<file path="src/rtl/mem_result_packer.sv">
// mem_result_packer: packs a stream of result bytes little-endian into 32-bit
// words and writes them through the scratch memory write port. When the job
// ends it pulses o_wr_file so the memory dumps its image, then pulses o_done.
// Optional feature macro: PACKER_FLUSH_EN. When it is defined, i_in_last exists
// and ends the job early. Upper bytes of a partial word are filled with PAD_BYTE.
module mem_result_packer #(
  parameter int         MEM_DEPTH = 128,
  parameter logic [7:0] PAD_BYTE  = 8'h00
) (
  input  logic        i_clk,
  input  logic        i_rst,
  input  logic        i_start,
  input  logic [7:0]  i_base_adr,
  input  logic [7:0]  i_word_count,
  input  logic        i_in_valid,
  output logic        o_in_ready,
  input  logic [7:0]  i_in_data,
`ifdef PACKER_FLUSH_EN
  input  logic        i_in_last,
`endif
  output logic        o_wr_en,
  output logic [7:0]  o_wr_adr,
  output logic [31:0] o_wr_data,
  output logic        o_wr_file,
  output logic        o_busy,
  output logic        o_done
);

  localparam logic [7:0] ADR_MASK = 8'(MEM_DEPTH - 1);

  typedef enum logic [2:0] {S_IDLE, S_PACK, S_WRITE, S_DUMP, S_DONE} state_t;

  state_t      r_state;
  state_t      w_state_next;
  logic [7:0]  r_base;
  logic [7:0]  r_count;
  logic [7:0]  r_word_idx;
  logic [1:0]  r_byte_idx;
  logic [23:0] r_acc;        // lower three bytes of the word under assembly
  logic [7:0]  r_wr_adr;
  logic [31:0] r_wr_data;

  logic        w_xfer;
  logic        w_last_byte;
  logic        w_word_end;
  logic        w_flush_end;
  logic [31:0] w_packed;
  logic [7:0]  w_word_idx_inc;
  logic [7:0]  w_adr_sum;

  assign w_xfer         = (r_state == S_PACK) && i_in_valid;
  assign w_word_end     = w_xfer && ((r_byte_idx == 2'd3) || w_last_byte);
  assign w_word_idx_inc = r_word_idx + 8'd1;
  assign w_adr_sum      = r_base + r_word_idx;

`ifdef PACKER_FLUSH_EN
  logic r_last;
  assign w_last_byte = i_in_last;
  assign w_flush_end = r_last;

  // Remember that the word being written was closed by in_last.
  always_ff @(posedge i_clk or posedge i_rst) begin
    if (i_rst) begin
      r_last <= 1'b0;
    end else if (r_state == S_IDLE && i_start) begin
      r_last <= 1'b0;
    end else if (w_xfer && i_in_last) begin
      r_last <= 1'b1;
    end
  end
`else
  assign w_last_byte = 1'b0;
  assign w_flush_end = 1'b0;
`endif

  // Assemble the outgoing word: earlier bytes, the incoming byte, then padding.
  genvar gi;
  generate
    for (gi = 0; gi < 4; gi++) begin : g_pack
      if (gi < 3) begin : g_low
        assign w_packed[8*gi +: 8] = (2'(gi) < r_byte_idx)  ? r_acc[8*gi +: 8] :
                                     (2'(gi) == r_byte_idx) ? i_in_data : PAD_BYTE;
      end else begin : g_top
        assign w_packed[8*gi +: 8] = (r_byte_idx == 2'd3) ? i_in_data : PAD_BYTE;
      end
    end
  endgenerate

  // Job bookkeeping, byte assembly and the held write-port registers.
  always_ff @(posedge i_clk or posedge i_rst) begin
    if (i_rst) begin
      r_state    <= S_IDLE;
      r_base     <= 8'd0;
      r_count    <= 8'd0;
      r_word_idx <= 8'd0;
      r_byte_idx <= 2'd0;
      r_acc      <= 24'd0;
      r_wr_adr   <= 8'd0;
      r_wr_data  <= 32'd0;
    end else begin
      r_state <= w_state_next;
      if (r_state == S_IDLE && i_start) begin
        r_base     <= i_base_adr;
        r_count    <= i_word_count;
        r_word_idx <= 8'd0;
        r_byte_idx <= 2'd0;
      end
      if (w_xfer) begin
        case (r_byte_idx)
          2'd0:    r_acc[7:0]   <= i_in_data;
          2'd1:    r_acc[15:8]  <= i_in_data;
          2'd2:    r_acc[23:16] <= i_in_data;
          default: ;
        endcase
        r_byte_idx <= w_word_end ? 2'd0 : r_byte_idx + 2'd1;
        if (w_word_end) begin
          r_wr_data <= w_packed;
          r_wr_adr  <= w_adr_sum & ADR_MASK;
        end
      end
      if (r_state == S_WRITE) begin
        r_word_idx <= w_word_idx_inc;
      end
    end
  end

  // Next-state and per-state strobes.
  always_comb begin
    w_state_next = r_state;
    o_in_ready   = 1'b0;
    o_wr_en      = 1'b0;
    o_wr_file    = 1'b0;
    o_done       = 1'b0;
    o_busy       = 1'b1;
    case (r_state)
      S_IDLE: begin
        o_busy = 1'b0;
        if (i_start) begin
          w_state_next = (i_word_count == 8'd0) ? S_DUMP : S_PACK;
        end
      end
      S_PACK: begin
        o_in_ready = 1'b1;
        if (w_word_end) begin
          w_state_next = S_WRITE;
        end
      end
      S_WRITE: begin
        o_wr_en = 1'b1;
        if (w_flush_end || (w_word_idx_inc == r_count)) begin
          w_state_next = S_DUMP;
        end else begin
          w_state_next = S_PACK;
        end
      end
      S_DUMP: begin
        o_wr_file    = 1'b1;
        w_state_next = S_DONE;
      end
      S_DONE: begin
        o_done       = 1'b1;
        w_state_next = S_IDLE;
      end
      default: w_state_next = S_IDLE;
    endcase
  end

  assign o_wr_adr  = r_wr_adr;
  assign o_wr_data = r_wr_data;

endmodule
</file>
<file path="config.mk">
export PLATFORM = sky130hd
export DESIGN_NAME = mem_result_packer
export DESIGN_NICKNAME = d
export VERILOG_FILES = /design/src/rtl/mem_result_packer.sv
export SDC_FILE = /design/constraint.sdc
export NUM_CORES = 1
export LEC_CHECK = 0
export ABC_AREA = 1
export CORE_ASPECT_RATIO = 0.9
export CORE_UTILIZATION = 53
export DETAILED_ROUTE_END_ITERATION = 6
export PLACE_DENSITY = 0.89
export RECOVER_POWER = 50
export SLEW_MARGIN = 20
export SYNTH_ARGS = -nofsm -noshare
export SYNTH_HDL_FRONTEND = slang
export SYNTH_SLANG_ARGS = --single-unit
</file>
<file path="constraint.sdc">
create_clock -name i_clk -period 3.3 [get_ports i_clk]
set_input_delay 0.33 -clock i_clk [delete_from_list [all_inputs] [get_ports i_clk]]
set_output_delay 0.33 -clock i_clk [all_outputs]
set_load 0.02 [all_outputs]
</file>
==> results.txt <==
----------------------------------------------------
[Status]
  Result of the run ... completed

[Clock tree]
  Clock H-tree levels ... 3
  CTS buffer count ... 9
  Clk pin slew, worst setup/hold paths ... 0.10 ns
  Post-CTS Resized ... 0
  CTS Buffer Depth ... 2
  Number of clock sinks ... 91
  Quantity of hold-fixing buffers added after cts ... 0
  CTS root buffer ... sky130_fd_sc_hd__clkbuf_8
  CTS tree ... built
  Post-CTS Setup Repair Bufs ... 0
  Insertion delay to the later sink of the worst-skew pair ... 0.37 ns

[Critical path]
  Largest fanout of any net on the critical path ... 8
  Critical Setup Path Class ... register to primary output
  Source of the worst register-to-register timing path ... r_state[2]
  Worst path arrival time ... 2.09 ns
  Worst-case reg-to-reg path depth ... 7
  Worst Setup Start Kind ... register
  Capturing point of the worst reg2reg path ... o_wr_data[23]
  Required time reported for the critical path endpoint ... 2.97 ns
  Flop2flop setup slack ... 0.97 ns
  Kind of end point of the critical path ... primary output

[Routing]
  Post-route ant nets ... 0
  DRC marker count from the first detailed-route iteration ... 324
  Number of iterations in the first detailed-routing pass ... 5
  Via/cell ratio ... 5.56
  Wire length on met2 ... 4690 µm
  Total routed wirelength ... 9990 µm
  Drt wl/cell ... 15.0 µm
  Remaining design rule violation count ... 0
  Metal1 wirelength ... 4350 µm
  Routed length on met3 ... 814 µm
  Vias after detailed routing ... 3705
  Highest routed layer ... met4

[Final layout]
  # diodes ... 0
  Nets ... 606
  Cell Count, Final, Fillers Out ... 666
  Post-layout util ... 67.8%
  Layout fillers ... 580
  Share of final-layout standard cells stronger than drive strength 1 ... 4.74%
  Layout-stage area growth over the synthesis result ... 22.3%
  Finished layout cell area ... 5170 µm²

[Logic synthesis]
  Main synth FF type ... sky130_fd_sc_hd__dfrtp_1
  Post-synth EDFFs ... 0
  Netlist Area Pre-Place ... 4230 µm²
  Async SR Flop Fraction ... 100%
  Seq cells post-synth ... 91
  Commonest cells in the netlist ... 177 x sky130_fd_sc_hd__nand2_1, 91 x sky130_fd_sc_hd__dfrtp_1, 53 x sky130_fd_sc_hd__o21ai_0, 41 x sky130_fd_sc_hd__inv_1, 41 x sky130_fd_sc_hd__nand3_1
  Share of Yosys cell area claimed by the top area cell type ... 53.9%
  Gate count of the mapped netlist ... 499
  Post-synthesis cell type count ... 30
  Number of nets produced by synthesis ... 540
  Cell with the most instances after synthesis ... sky130_fd_sc_hd__nand2_1
  Part of the Yosys area used for sequential elements ... 53.9%
  Most area-hungry cell type in the Yosys netlist ... sky130_fd_sc_hd__dfrtp_1
  Count of synthesis-stage warnings from yosys ... 0
  Synth top area cells ... sky130_fd_sc_hd__dfrtp_1 54%, sky130_fd_sc_hd__nand2_1 16%, sky130_fd_sc_hd__o21ai_0 6.3%, sky130_fd_sc_hd__nand3_1 4.9%, sky130_fd_sc_hd__inv_1 3.6%
  Mean area per synthesized cell ... 8.47 µm²

[Job]
  Number of max-cap violations ... 0

[Floorplanning]
  Die ar. ... 8340 µm²
  Std cell rows ... 30
  Die Height ... 86.7 µm
  Starting density of the core ... 55.5%
  Die width ... 96.1 µm
  Core region area ... 7620 µm²
  Number of top-level pins ... 73

[Min path]
  Hold depth ... 2
  Destination of the worst hold path ... o_wr_data[27]
  Hold Startpoint ... o_wr_data[27]
  Class of the tightest hold or removal check ... register to register

[Timing]
  Worst-case clock skew ... 0.0111 ns
  Clock period minus worst slack ... 2.42 ns
  Share of the cycle needed by the critical path after routing ... 73.4%
  Achievable frequency ... 0.413 GHz
  Worst Max-Slew Pin Slew ... 1.20 ns
  Max Slew Vio Count ... 0
  Count of final setup violators ... 0
  Fin. Hold Viols ... 0
  Slew HR ... 19.6%
  Post-Route Setup TNS ... 0 ns
  Setup repair after global routing missed its margin ... no

[GRT]
  Number of antenna violations at the first check in global routing ... 0
  Maximum number of pins on one net before global-route repair ... 51
  Via count of the first global-routing pass ... 3431
  Total GRT Usage ... 26.0%
  Leftover overflow at the end of global routing ... 0
  Wire length of the first global-routing pass ... 16300 µm

[Power and ir drop]
  Max rail drop VDD ... 0.459 mV
  Leakage power ... 0.00246 µW
  P per Cell Area ... 862 nW/µm²

[Placement]
  Half-perimeter wire length of the detailed placement result ... 6960 µm
  Placed Cells incl. Taps ... 650
  Placed cell area ... 4980 µm²
  Routability-driven placement congestion ratio ... 0.878
  Count of buffers from port buffering ... 70

----------------------------------------------------
[how the worst max path moves through the flow]
stage	start	endpoint	slack, ns
after global placement	i_in_valid	r_state[1]	1.12
final	r_state[0]	o_wr_en	0.88
after CTS	r_state[0]	o_wr_en	0.86
after floorplan	i_rst	o_wr_adr[0]	0.61
after detailed placement	r_byte_idx[1]	r_state[1]	1.07
after global routing	r_state[2]	r_state[1]	0.77
[final cells by class]
| class | count | area (µm²) | share of cell area [%] |
|---|---|---|---|
| Sequential cell | 91 | 2280 | 44.1 |
| Multi-Input combinational cell | 346 | 1670 | 32.4 |
| Timing Repair Buffer | 73 | 721 | 13.9 |
| Inverter | 44 | 166 | 3.22 |
| Clock buffer | 9 | 124 | 2.40 |
| Tap cell | 96 | 120 | 2.32 |
| Clock inverter | 7 | 87.6 | 1.69 |
[critical path, stage by stage, from the launching register on]
cell                              delay [ns]
sky130_fd_sc_hd__dfrtp_1                0.40
sky130_fd_sc_hd__inv_1                  0.13
sky130_fd_sc_hd__nand2_1                0.08
sky130_fd_sc_hd__nor2_2                 0.40
sky130_fd_sc_hd__clkdlybuf4s50_1        0.71
[layout by cell type, fill, tap and decap left out]
| cell | instances |
|---|---|
| sky130_fd_sc_hd__a21oi_1 | 3 |
| sky130_fd_sc_hd__a21oi_2 | 1 |
| sky130_fd_sc_hd__a31oi_1 | 1 |
| sky130_fd_sc_hd__buf_4 | 2 |
| sky130_fd_sc_hd__bufinv_16 | 1 |
| sky130_fd_sc_hd__clkbuf_2 | 1 |
| sky130_fd_sc_hd__clkbuf_8 | 9 |
| sky130_fd_sc_hd__clkdlybuf4s50_1 | 66 |
| sky130_fd_sc_hd__clkinv_4 | 1 |
| sky130_fd_sc_hd__clkinvlp_2 | 1 |
| sky130_fd_sc_hd__conb_1 | 1 |
| sky130_fd_sc_hd__dfrtp_1 | 91 |
| sky130_fd_sc_hd__dlygate4sd3_1 | 4 |
| sky130_fd_sc_hd__fa_1 | 1 |
| sky130_fd_sc_hd__ha_1 | 12 |
| sky130_fd_sc_hd__inv_1 | 41 |
| sky130_fd_sc_hd__inv_2 | 2 |
| sky130_fd_sc_hd__inv_6 | 3 |
| sky130_fd_sc_hd__inv_8 | 2 |
| sky130_fd_sc_hd__nand2_1 | 181 |
| sky130_fd_sc_hd__nand2_2 | 1 |
| sky130_fd_sc_hd__nand3_1 | 41 |
| sky130_fd_sc_hd__nand3b_1 | 1 |
| sky130_fd_sc_hd__nor2_1 | 13 |
| sky130_fd_sc_hd__nor2_2 | 1 |
| sky130_fd_sc_hd__nor2_4 | 2 |
| sky130_fd_sc_hd__nor3_1 | 3 |
| sky130_fd_sc_hd__nor4_1 | 2 |
| sky130_fd_sc_hd__o211ai_1 | 16 |
| sky130_fd_sc_hd__o21ai_0 | 53 |
| sky130_fd_sc_hd__o21ai_1 | 7 |
| sky130_fd_sc_hd__o22ai_1 | 3 |
| sky130_fd_sc_hd__xnor2_1 | 1 |
| sky130_fd_sc_hd__xor2_1 | 2 |
[registers in the layout (all words and copies together), names as in the netlist]
register / cells
r_word_idx: 8
o_wr_adr: 7
r_base: 7
r_byte_idx: 2
r_state: 3
o_wr_data: 32
r_count: 8
r_acc: 24
[layer usage]
metal	global-route usage, %	up-vias
li1	-	1750
met1	35.7	1766
met2	40.6	175
met3	6.58	14
met4	8.14	0
met5	0	-
[metrics by stage]
stage               hold WS (ns)  worst slack [ns]  total power [µW]
finish                     0.483             0.879              4460
global route               0.498             0.765              4760
CTS                        0.296             0.857              4500
detailed placement         0.464              1.07              3670
global placement           0.453              1.12              3570
floorplan                  0.440             0.606              2930
[logic make-up (layout without fill, tap and decap cells)]
kind of cell / after synthesis / count (layout) / synth area share (%)
and+or+nand+nor: 245 / 245 / 24.2
DFF: 91 / 91 / 53.9
AOI/OAI and AO/OA: 84 / 84 / 11.1
buffers and inverters: 62 / 133 / 6.07
adders and majority gates: 13 / 13 / 4.02
xor gates and xnor gates: 3 / 3 / 0.622
other: 1 / 1 / 0.0887
[where the power goes]
part	internal [µW]	switching (µW)
Sequential	1560	294
Clock	370	433
Combinational	748	1050
No activity file was read; power rests on OpenSTA's default activity.
